<file path="src/rtl/alu_reservation_station.sv">
// -----------------------------------------------------------------------------
// alu_reservation_station
//
// Reservation station in front of the combinational ALU. It buffers dispatched
// ALU, branch and jump ops and watches the ALU and memory result buses so that
// operands waiting on older ROB ids can pick up their values. Each cycle it
// issues at most one op whose operands are both present.
//
// Ports
//   clk_in, rst_in           clock, asynchronous active-low reset
//   rdy_in                   global ready; when low every register holds
//   flush_pipline            mispredict flush (synchronous, beats everything)
//   dispatch_*               op coming from the dispatcher; dispatch_ready is
//                            high while at least one entry is free
//   alu_rdy/res_ins_id/alu_res   ALU result bus (operand wakeup)
//   mem_rdy/mem_ins_id/mem_res   memory result bus (operand wakeup)
//   have_ins ... is_compressed_ins   registered ALU issue port
// -----------------------------------------------------------------------------
module alu_reservation_station #(
    parameter int CSU_SIZE_BITS = 4,
    parameter int RS_SIZE_BITS  = 3
) (
    input  logic                     clk_in,
    input  logic                     rst_in,
    input  logic                     rdy_in,
    input  logic                     flush_pipline,

    input  logic                     dispatch_valid,
    output logic                     dispatch_ready,
    input  logic [CSU_SIZE_BITS-1:0] dispatch_ins_id,
    input  logic [6:0]               dispatch_opcode,
    input  logic [2:0]               dispatch_funct3,
    input  logic [6:0]               dispatch_funct7,
    input  logic [31:0]              dispatch_imm,
    input  logic [5:0]               dispatch_shamt,
    input  logic [31:0]              dispatch_PC,
    input  logic                     dispatch_is_c,
    input  logic                     dispatch_rs1_wait,
    input  logic [CSU_SIZE_BITS-1:0] dispatch_rs1_dep,
    input  logic [31:0]              dispatch_rs1_val,
    input  logic                     dispatch_rs2_wait,
    input  logic [CSU_SIZE_BITS-1:0] dispatch_rs2_dep,
    input  logic [31:0]              dispatch_rs2_val,

    input  logic                     alu_rdy,
    input  logic [CSU_SIZE_BITS-1:0] res_ins_id,
    input  logic [31:0]              alu_res,
    input  logic                     mem_rdy,
    input  logic [CSU_SIZE_BITS-1:0] mem_ins_id,
    input  logic [31:0]              mem_res,

    output logic                     have_ins,
    output logic [CSU_SIZE_BITS-1:0] ins_id,
    output logic [31:0]              rs1_val,
    output logic [31:0]              rs2_val,
    output logic [31:0]              imm_val,
    output logic [5:0]               shamt_val,
    output logic [6:0]               opcode,
    output logic [2:0]               funct3,
    output logic [6:0]               funct7,
    output logic [31:0]              request_PC,
    output logic                     is_compressed_ins
);

    localparam int ENTRIES = 1 << RS_SIZE_BITS;

    // Entry storage (packed so whole arrays can be cleared at once).
    logic [ENTRIES-1:0]                          valid_r;
    logic [ENTRIES-1:0][CSU_SIZE_BITS-1:0]       ent_id_r;
    logic [ENTRIES-1:0][6:0]                     ent_opcode_r;
    logic [ENTRIES-1:0][2:0]                     ent_funct3_r;
    logic [ENTRIES-1:0][6:0]                     ent_funct7_r;
    logic [ENTRIES-1:0][31:0]                    ent_imm_r;
    logic [ENTRIES-1:0][5:0]                     ent_shamt_r;
    logic [ENTRIES-1:0][31:0]                    ent_pc_r;
    logic [ENTRIES-1:0]                          ent_is_c_r;
    logic [ENTRIES-1:0]                          rs1_wait_r;
    logic [ENTRIES-1:0][CSU_SIZE_BITS-1:0]       rs1_dep_r;
    logic [ENTRIES-1:0][31:0]                    rs1_val_r;
    logic [ENTRIES-1:0]                          rs2_wait_r;
    logic [ENTRIES-1:0][CSU_SIZE_BITS-1:0]       rs2_dep_r;
    logic [ENTRIES-1:0][31:0]                    rs2_val_r;

    logic [ENTRIES-1:0]      ready_s;
    logic                    issue_any_s;
    logic [RS_SIZE_BITS-1:0] issue_idx_s;
    logic [RS_SIZE_BITS-1:0] disp_slot_s;
    logic                    disp_accept_s;
    logic [32:0]             disp_rs1_s;
    logic [32:0]             disp_rs2_s;

    // Operand snoop: returns {still_waiting, value}. The ALU bus is checked
    // first so it wins if both buses ever carry the same id.
    function automatic logic [32:0] capture(
        input logic                     op_wait,
        input logic [CSU_SIZE_BITS-1:0] dep,
        input logic [31:0]              val,
        input logic                     a_rdy,
        input logic [CSU_SIZE_BITS-1:0] a_id,
        input logic [31:0]              a_res,
        input logic                     m_rdy,
        input logic [CSU_SIZE_BITS-1:0] m_id,
        input logic [31:0]              m_res
    );
        logic [32:0] r;
        if (op_wait && a_rdy && (dep == a_id)) begin
            r = {1'b0, a_res};
        end else if (op_wait && m_rdy && (dep == m_id)) begin
            r = {1'b0, m_res};
        end else begin
            r = {op_wait, val};
        end
        return r;
    endfunction

    // Readiness and acceptance, all from registered entry state so that a
    // same-cycle wakeup or issue never feeds back combinationally.
    always_comb begin
        ready_s        = valid_r & ~rs1_wait_r & ~rs2_wait_r;
        issue_any_s    = |ready_s;
        dispatch_ready = ~&valid_r;
        disp_accept_s  = dispatch_valid & dispatch_ready;
    end

    // Lowest-index priority encoders for the issue pick and the free slot;
    // scanning downward lets the lowest hit overwrite higher ones.
    always_comb begin
        issue_idx_s = {RS_SIZE_BITS{1'b0}};
        disp_slot_s = {RS_SIZE_BITS{1'b0}};
        for (int i = ENTRIES - 1; i >= 0; i--) begin
            issue_idx_s = ready_s[i]  ? RS_SIZE_BITS'(i) : issue_idx_s;
            disp_slot_s = !valid_r[i] ? RS_SIZE_BITS'(i) : disp_slot_s;
        end
    end

    // Same-cycle bypass of result buses into the op being dispatched.
    always_comb begin
        disp_rs1_s = capture(dispatch_rs1_wait, dispatch_rs1_dep, dispatch_rs1_val,
                             alu_rdy, res_ins_id, alu_res, mem_rdy, mem_ins_id, mem_res);
        disp_rs2_s = capture(dispatch_rs2_wait, dispatch_rs2_dep, dispatch_rs2_val,
                             alu_rdy, res_ins_id, alu_res, mem_rdy, mem_ins_id, mem_res);
    end

    // Entry array: flush clears, otherwise wakeup, issue-invalidate and dispatch.
    always_ff @(posedge clk_in or negedge rst_in) begin
        if (!rst_in) begin
            valid_r      <= '0;
            ent_id_r     <= '0;
            ent_opcode_r <= '0;
            ent_funct3_r <= '0;
            ent_funct7_r <= '0;
            ent_imm_r    <= '0;
            ent_shamt_r  <= '0;
            ent_pc_r     <= '0;
            ent_is_c_r   <= '0;
            rs1_wait_r   <= '0;
            rs1_dep_r    <= '0;
            rs1_val_r    <= '0;
            rs2_wait_r   <= '0;
            rs2_dep_r    <= '0;
            rs2_val_r    <= '0;
        end else if (rdy_in) begin
            if (flush_pipline) begin
                valid_r <= '0;
            end else begin
                for (int i = 0; i < ENTRIES; i++) begin
                    {rs1_wait_r[i], rs1_val_r[i]} <= capture(rs1_wait_r[i], rs1_dep_r[i], rs1_val_r[i],
                        alu_rdy, res_ins_id, alu_res, mem_rdy, mem_ins_id, mem_res);
                    {rs2_wait_r[i], rs2_val_r[i]} <= capture(rs2_wait_r[i], rs2_dep_r[i], rs2_val_r[i],
                        alu_rdy, res_ins_id, alu_res, mem_rdy, mem_ins_id, mem_res);
                end
                if (issue_any_s) begin
                    valid_r[issue_idx_s] <= 1'b0;
                end
                // The free slot is never the issuing slot, so both updates coexist.
                if (disp_accept_s) begin
                    valid_r[disp_slot_s]      <= 1'b1;
                    ent_id_r[disp_slot_s]     <= dispatch_ins_id;
                    ent_opcode_r[disp_slot_s] <= dispatch_opcode;
                    ent_funct3_r[disp_slot_s] <= dispatch_funct3;
                    ent_funct7_r[disp_slot_s] <= dispatch_funct7;
                    ent_imm_r[disp_slot_s]    <= dispatch_imm;
                    ent_shamt_r[disp_slot_s]  <= dispatch_shamt;
                    ent_pc_r[disp_slot_s]     <= dispatch_PC;
                    ent_is_c_r[disp_slot_s]   <= dispatch_is_c;
                    rs1_dep_r[disp_slot_s]    <= dispatch_rs1_dep;
                    rs2_dep_r[disp_slot_s]    <= dispatch_rs2_dep;
                    {rs1_wait_r[disp_slot_s], rs1_val_r[disp_slot_s]} <= disp_rs1_s;
                    {rs2_wait_r[disp_slot_s], rs2_val_r[disp_slot_s]} <= disp_rs2_s;
                end
            end
        end
    end

    // Issue port registers: have_ins is a one-cycle pulse per issued op.
    always_ff @(posedge clk_in or negedge rst_in) begin
        if (!rst_in) begin
            have_ins          <= 1'b0;
            ins_id            <= '0;
            rs1_val           <= 32'd0;
            rs2_val           <= 32'd0;
            imm_val           <= 32'd0;
            shamt_val         <= 6'd0;
            opcode            <= 7'd0;
            funct3            <= 3'd0;
            funct7            <= 7'd0;
            request_PC        <= 32'd0;
            is_compressed_ins <= 1'b0;
        end else if (rdy_in) begin
            if (flush_pipline) begin
                have_ins <= 1'b0;
            end else if (issue_any_s) begin
                have_ins          <= 1'b1;
                ins_id            <= ent_id_r[issue_idx_s];
                rs1_val           <= rs1_val_r[issue_idx_s];
                rs2_val           <= rs2_val_r[issue_idx_s];
                imm_val           <= ent_imm_r[issue_idx_s];
                shamt_val         <= ent_shamt_r[issue_idx_s];
                opcode            <= ent_opcode_r[issue_idx_s];
                funct3            <= ent_funct3_r[issue_idx_s];
                funct7            <= ent_funct7_r[issue_idx_s];
                request_PC        <= ent_pc_r[issue_idx_s];
                is_compressed_ins <= ent_is_c_r[issue_idx_s];
            end else begin
                have_ins <= 1'b0;
            end
        end
    end

endmodule
</file>
<file path="config.mk">
export PLATFORM = sky130hd
export DESIGN_NAME = alu_reservation_station
export DESIGN_NICKNAME = d
export VERILOG_FILES = /design/src/rtl/alu_reservation_station.sv
export SDC_FILE = /design/constraint.sdc
export NUM_CORES = 2
export LEC_CHECK = 0
export CELL_PAD_IN_SITES_DETAIL_PLACEMENT = 1
export CELL_PAD_IN_SITES_GLOBAL_PLACEMENT = 2
export CORE_AREA = 5 5 440 442
export DETAILED_ROUTE_END_ITERATION = 10
export DIE_AREA = 0 0 445 447
export PLACE_DENSITY_LB_ADDON = 0.1
export SYNTH_ARGS = -nofsm -noshare
export SYNTH_HDL_FRONTEND = slang
export SYNTH_SLANG_ARGS = --single-unit
</file>
<file path="constraint.sdc">
create_clock -name clk_in -period 3.8 [get_ports clk_in]
set_input_delay 0.76 -clock clk_in [delete_from_list [all_inputs] [get_ports clk_in]]
set_output_delay 0.76 -clock clk_in [all_outputs]
set_load 0.03 [all_outputs]
</file>
======== Word level (Yosys, flattened, before mapping) ========
Cells that the tools add are included.
operators by class
  multiply operators ...................... 0
  shift operators ......................... 0
  reductions and logical operators ........ 80
  $lt $le $gt $ge ......................... 4
  add/sub/neg operators ................... 0
  mux-type cells .......................... 143
  bitwise operators ....................... 9
  divide/modulo/power cells ............... 0
  eq/ne operators ......................... 36
operators with widths
  kind                 count
  $mux W33             68
  $bwmux W256          4
  $mux W256            2
  $bmux W32 S3         4
  $mux W32             5
  $eq A4 B4 Y1         36
  $bwmux W56           2
  $bwmux W32           3
  $demux W32 S3        1
  $logic_and A1 B1 Y1  74
  $mux W8              7
  $mux W3              18
  $bwmux W48           1
  $bmux W7 S3          2
  $and A8 B8 Y8        3
  $bwmux W24           1
  $bwmux W8            3
  $not A8 Y8           3
  $demux W7 S3         1
  $mux W7              3
  $bmux W6 S3          1
  $demux W6 S3         1
  $bmux W4 S3          1
  $demux W4 S3         1
  other kinds (17)     27
word-level totals
  memories kept ........................... 0
  bits in latches ......................... 0
  register bits after elaboration ......... 1,493
  bits in read-only memories .............. 0
  bits in writable memories ............... 0

======== Logic depth before layout (Yosys ltp) ========
  word-level depth ........................ 23
  mapped depth ............................ 10
  depth with buffers taken out ............ 6

======== Least setup slack after synthesis ========
No wires, ideal clock.
  path type ............................... in2reg
  start point ............................. input port dispatch_rs2_dep[2]
  end point ............................... register rs2_val_r[100] (netlist bit)
  cell stages on the path ................. 8
  buffers on the path ..................... 3
  arrival ................................. 2.568 ns
  setup time .............................. 0.126 ns
  setup slack ............................. 1.106 ns
  data required time ...................... 3.674 ns
  path through ............................ buf_2 -> nor2b_1 -> or4_1 -> buf_2 -> buf_6 -> o31ai_4 -> a31oi_4 -> a221o_1
between the ends
  word-level cells in the longest chain between the ends .. 6
  elaborated cells between the ends (all ways) .. 8
  classes of those cells .................. eq/ne (2); mux (4); reduce/logical (2)
RTL lines
  item                            line  source
  start: declaration              42    input logic [CSU_SIZE_BITS-1:0] dispatch_rs2_dep,
  $eq A4 B4 Y1                    108   end else if (op_wait && m_rdy && (dep == m_id)) begin
  $logic_and A1 B1 Y1             108
  $mux W33                        108
  $mux W33 *                      106   if (op_wait && a_rdy && (dep == a_id)) begin
  $bwmux W256 *                   189   {rs2_wait_r[disp_slot_s], rs2_val_r[disp_slot_s]} <= disp_rs2_s;
  $mux W256 *                     176   if (disp_accept_s) begin
  end signal: indexed assignment  169   {rs2_wait_r[i], rs2_val_r[i]} <= capture(rs2_wait_r[i], rs2_dep_r[i], rs2_val_r[i],
  end signal: indexed assignment  189
  end: declaration                82    logic [ENTRIES-1:0][31:0] rs2_val_r;
Every way passes the cells marked *; elsewhere a longest branch is shown, timed or not.
A chain may end at the register's enable or synchronous reset.

======== Worst setup path in the final report ========
  start point ............................. register valid_r[3]
  end point ............................... output port dispatch_ready
between the ends
  word-level cells in the longest chain between the ends .. 2
RTL lines
  item                              line  source
  start: declaration                68    logic [ENTRIES-1:0] valid_r;
  start signal: assignment          147   valid_r <= '0;
  start signal: assignment          164   valid_r <= '0;
  start signal: indexed assignment  173   valid_r[issue_idx_s] <= 1'b0;
  $reduce_and A8 Y1                 121   dispatch_ready = ~&valid_r;
  $logic_not A1 Y1                  121
  end: declaration                  29    output logic dispatch_ready,
No other way between the ends.

==> results by group <==
Run
  • Number of max-cap violations: 0

Worst setup path
  • Startpoint Class: register
  • CP Class: reg -> out
  • Worst r2r path cells: 7
  • Peak per-stage delay on the critical path: 650 ps
  • CP Max Fanout: 5
  • Worst path slowest cell: clkdlybuf4s50_1
  • CP required: 3040 ps
  • RR Endpoint: rs2_val[19]
  • Buffers plus inverters on the worst setup path: 1
  • Flop-to-flop setup slack: 500 ps
  • Critical-path cell list: and2_1 > nand3_1 > or3_1 > clkdlybuf4s50_1
  • Worst EP arrival: 2820 ps
  • Nature of the critical path endpoint: primary output
  • CP top delay family: simple AND/OR/NAND/NOR gates
  • FF-to-FF Start: valid_r[7]

Die
  • Initial Utilization: 0.436
  • Die height: 447 um
  • Die X: 445 um
  • Die area: 0.199 mm2
  • Core area: 0.189 mm2
  • Io pins: 403
  • Rows: 160

Finish
  • Most frequent cells in the layout: dfrtp_1, nand2_1, mux2_2
  • Final core utilization: 0.516
  • Register area: 0.0374 mm2
  • Layout cell share with drive strength beyond 1: 0.201
  • Layout Nets: 8214
  • Post-route cell area: 0.0976 mm2
  • Commonest non-fill, non-tap cell in the layout: dfrtp_1
  • Layout filler cell count: 19900
  • Area grow syn2layout: 18.2%
  • Area taken by multi-input logic gates: 0.0417 mm2

Pwr
  • P_int: 34.5 mW
  • Leak pwr: 45.1 nW
  • Switching share of power: 0.324
  • Combinational share of power: 0.238
  • P_sw: 16.5 mW
  • Worst vdd ir: 0.352 mV
  • Clock share of power: 0.349
  • Sequential group share of total power: 0.413
  • Pwr Density: 523 mW/mm2

CTS
  • Root Buffer: clkbuf_16
  • Cts repair resizes: 0
  • Htree depth: 4
  • TritonCTS Sinks: 1493
  • CTS max path bufs: 3
  • CTS tree: yes
  • Clk_lat worst skew: 860 ps
  • Clock transition at the registers of the reported paths: 60 ps
  • Num CTS Buffers: 175

Synth
  • Mux cell area share after synthesis: 0.158
  • Area contributors post-synth: dfrtp_1, mux2_2, mux2i_1, a221o_1, nand2_1
  • Post-synth top area cell: dfrtp_1
  • Mean Syn Cell Area: 10.5 um2
  • Number of synthesized flops with an enable pin: 0
  • Seq cells post-synth: 1493
  • Adder-Cell Fraction of Synth Area: 0
  • Post-synth top area share: 0.452
  • Syn Nets: 8133
  • Largest family of logic cells by synthesized area: compound AO/OA/AOI/OAI gates
  • Mapped Area: 0.0826 mm2
  • Dominant synthesized flop cell: dfrtp_1
  • Asr flop ratio synth: 1.00
  • Gate Count Post-Synth: 7888
  • Cell variety after synth: 70
  • Sequential share of the synthesized area: 0.452
  • Post-synthesis compound-gate area fraction: 0.236
  • Synth Warn #: 0
  • Synth Area in Simple Gates: 0.0928
  • XOR/XNOR Fraction of Synth Area: 0.0120

Global routing
  • Overflow after GRT: 0
  • Largest net degree at the start of global routing: 117
  • Vias in the first global route: 77200
  • Initial antenna violation count: 38
  • GRT Total Usage: 0.367
  • First-pass GRT wire length: 544000 um

Timing
  • Final Hold Vio Count: 0
  • Worst-Margin Slew: 1260 ps
  • RSZ-0062 raised after global routing: false
  • Final min period: 3580 ps
  • Slew Viols, Final: 0
  • Fin Setup TNS: 0 ps
  • Final setup vio count: 0
  • Part of the cycle the worst path needs: 0.942
  • Worst Skew: 43.4 ps
  • WHS: 464 ps
  • Fmax: 0.279 GHz
  • Slew HR: 0.163

Hold path
  • Hold Path Stages: 2
  • Hold Startpoint: ent_pc_r[249]
  • Hold endpoint: ent_pc_r[249]
  • Hold Path Class: reg -> reg

Route
  • WL/cell: 35.1 um
  • Via/cell ratio: 6.84
  • Routed Antenna Nets: 0
  • Starting DRT DRC Count: 6937
  • Pre-antenna DRT Iters: 9
  • Routed WL: 374000 um
  • DR vias: 72800
  • # DRC: 0

Outcome
  • Run status: complete, no violations

Place
  • IO Port Bufs: 402
  • Hpwl dp: 214000 um
  • GPL Wtd Cong: 0.865
  • Placed cell areas: 0.0915 mm2
-- synth_stat cells (25+ instances only) --
library cell,n
clkbuf_1,571
mux2_2,655
a31oi_4,58
a221o_1,486
nor2_1,488
o21ai_0,264
buf_1,59
a22oi_1,240
o31ai_4,59
a211oi_1,320
o21ai_1,63
nor3_1,90
a32oi_1,35
a32o_1,87
buf_2,248
a211o_1,64
xor2_1,72
and3_1,40
nand4_2,58
nand2_1,861
o221a_2,32
a21oi_1,343
mux2i_1,548
dfrtp_1,1493
xnor2_1,41
o22ai_1,62
nand3_1,119
nand4_1,36
inv_1,37
a31oi_1,135
o22a_1,25
o32a_1,44
-- cells by family after synthesis --
kind of cell,after synthesis
simple gates,1740
compound gates,2375
xor+xnor,113
flops,1493
mux,1222
buf+inv,945
-- worst register-to-register path, delay by kind of cell, from the launching register on --
kind | cells | cell delay, ps
and+or+nand+nor | 3 | 1240
AOI/OAI and AO/OA | 3 | 1130
buffers and inverters | 1 | 380
DFF | 1 | 490
-- routing by layer --
layer | global-route usage | up-vias | share of wire
li1 | - | 29900 | -
met1 | 0.454 | 38300 | 0.39
met2 | 0.585 | 3509 | 0.46
met3 | 0.0760 | 1104 | 0.077
met4 | 0.234 | 24 | 0.071
met5 | 0 | - | 0.00044
-- power groups by stage --
stage	sequential [mW]	clock, mW	combinational [mW]
5_1_grt	21.3	18.7	12.9
3_3_place_gp	21.1	0	11.7
6_report	21.1	17.8	12.1
2_1_floorplan	21.8	0	5.78
3_5_place_dp	21.2	0	12.0
4_1_cts	21.0	18.1	12.1
-- cell type report --
type	count	share of cell area
Clock buffer	264	0.0539
Clock inverter	55	0.00799
Timing Repair Buffer	811	0.0943
Antenna cell	24	0.000615
Inverter	38	0.00146
Tap cell	2511	0.0322
Multi-Input combinational cell	5450	0.427
Sequential cell	1493	0.383
-- registers in the layout, summed over array words and instances, names as in the netlist, 3 cells and up --
name / count
ent_imm_r: 256
ent_funct7_r: 56
rs2_val: 32
ent_shamt_r: 48
rs1_wait_r: 8
ent_is_c_r: 8
funct3: 3
shamt_val: 6
imm_val: 32
rs1_val: 32
rs1_val_r: 256
request_PC: 32
ent_id_r: 32
rs2_wait_r: 8
ent_pc_r: 256
ent_opcode_r: 56
valid_r: 8
funct7: 7
rs2_dep_r: 32
rs2_val_r: 256
rs1_dep_r: 32
opcode: 7
ins_id: 4
ent_funct3_r: 24
-- worst max-delay path by stage --
stage,to,start,depth (start not counted)
floorplan,rs2_val_r[100],dispatch_rs2_dep[2],8
detailed placement,rs1_val_r[193],dispatch_rs1_dep[2],6
CTS,dispatch_ready,valid_r[3],4
global placement,rs1_val_r[65],res_ins_id[3],7
global route,dispatch_ready,valid_r[3],4
finish,dispatch_ready,valid_r[3],4
-- what timing repair did --
| action | in CTS | in global routing |
|---|---|---|
| setup buffers | 0 | 0 |
| hold endpoints to repair | 61 | 0 |
| hold buffers | 1 | 0 |
| endpoints found under the setup margin | 0 | 0 |
-- metrics by stage --
stage                     setup slack [ps]  instances  power (mW)
after floorplan                       1110       7888        27.6
after global placement               -69.7      10300        32.8
after detailed placement              -154      10300        33.3
after CTS                              133      10600        51.2
after global routing                   133      10600        52.9
final                                  220      10600        51.0
(Power assumes the default switching activity.)
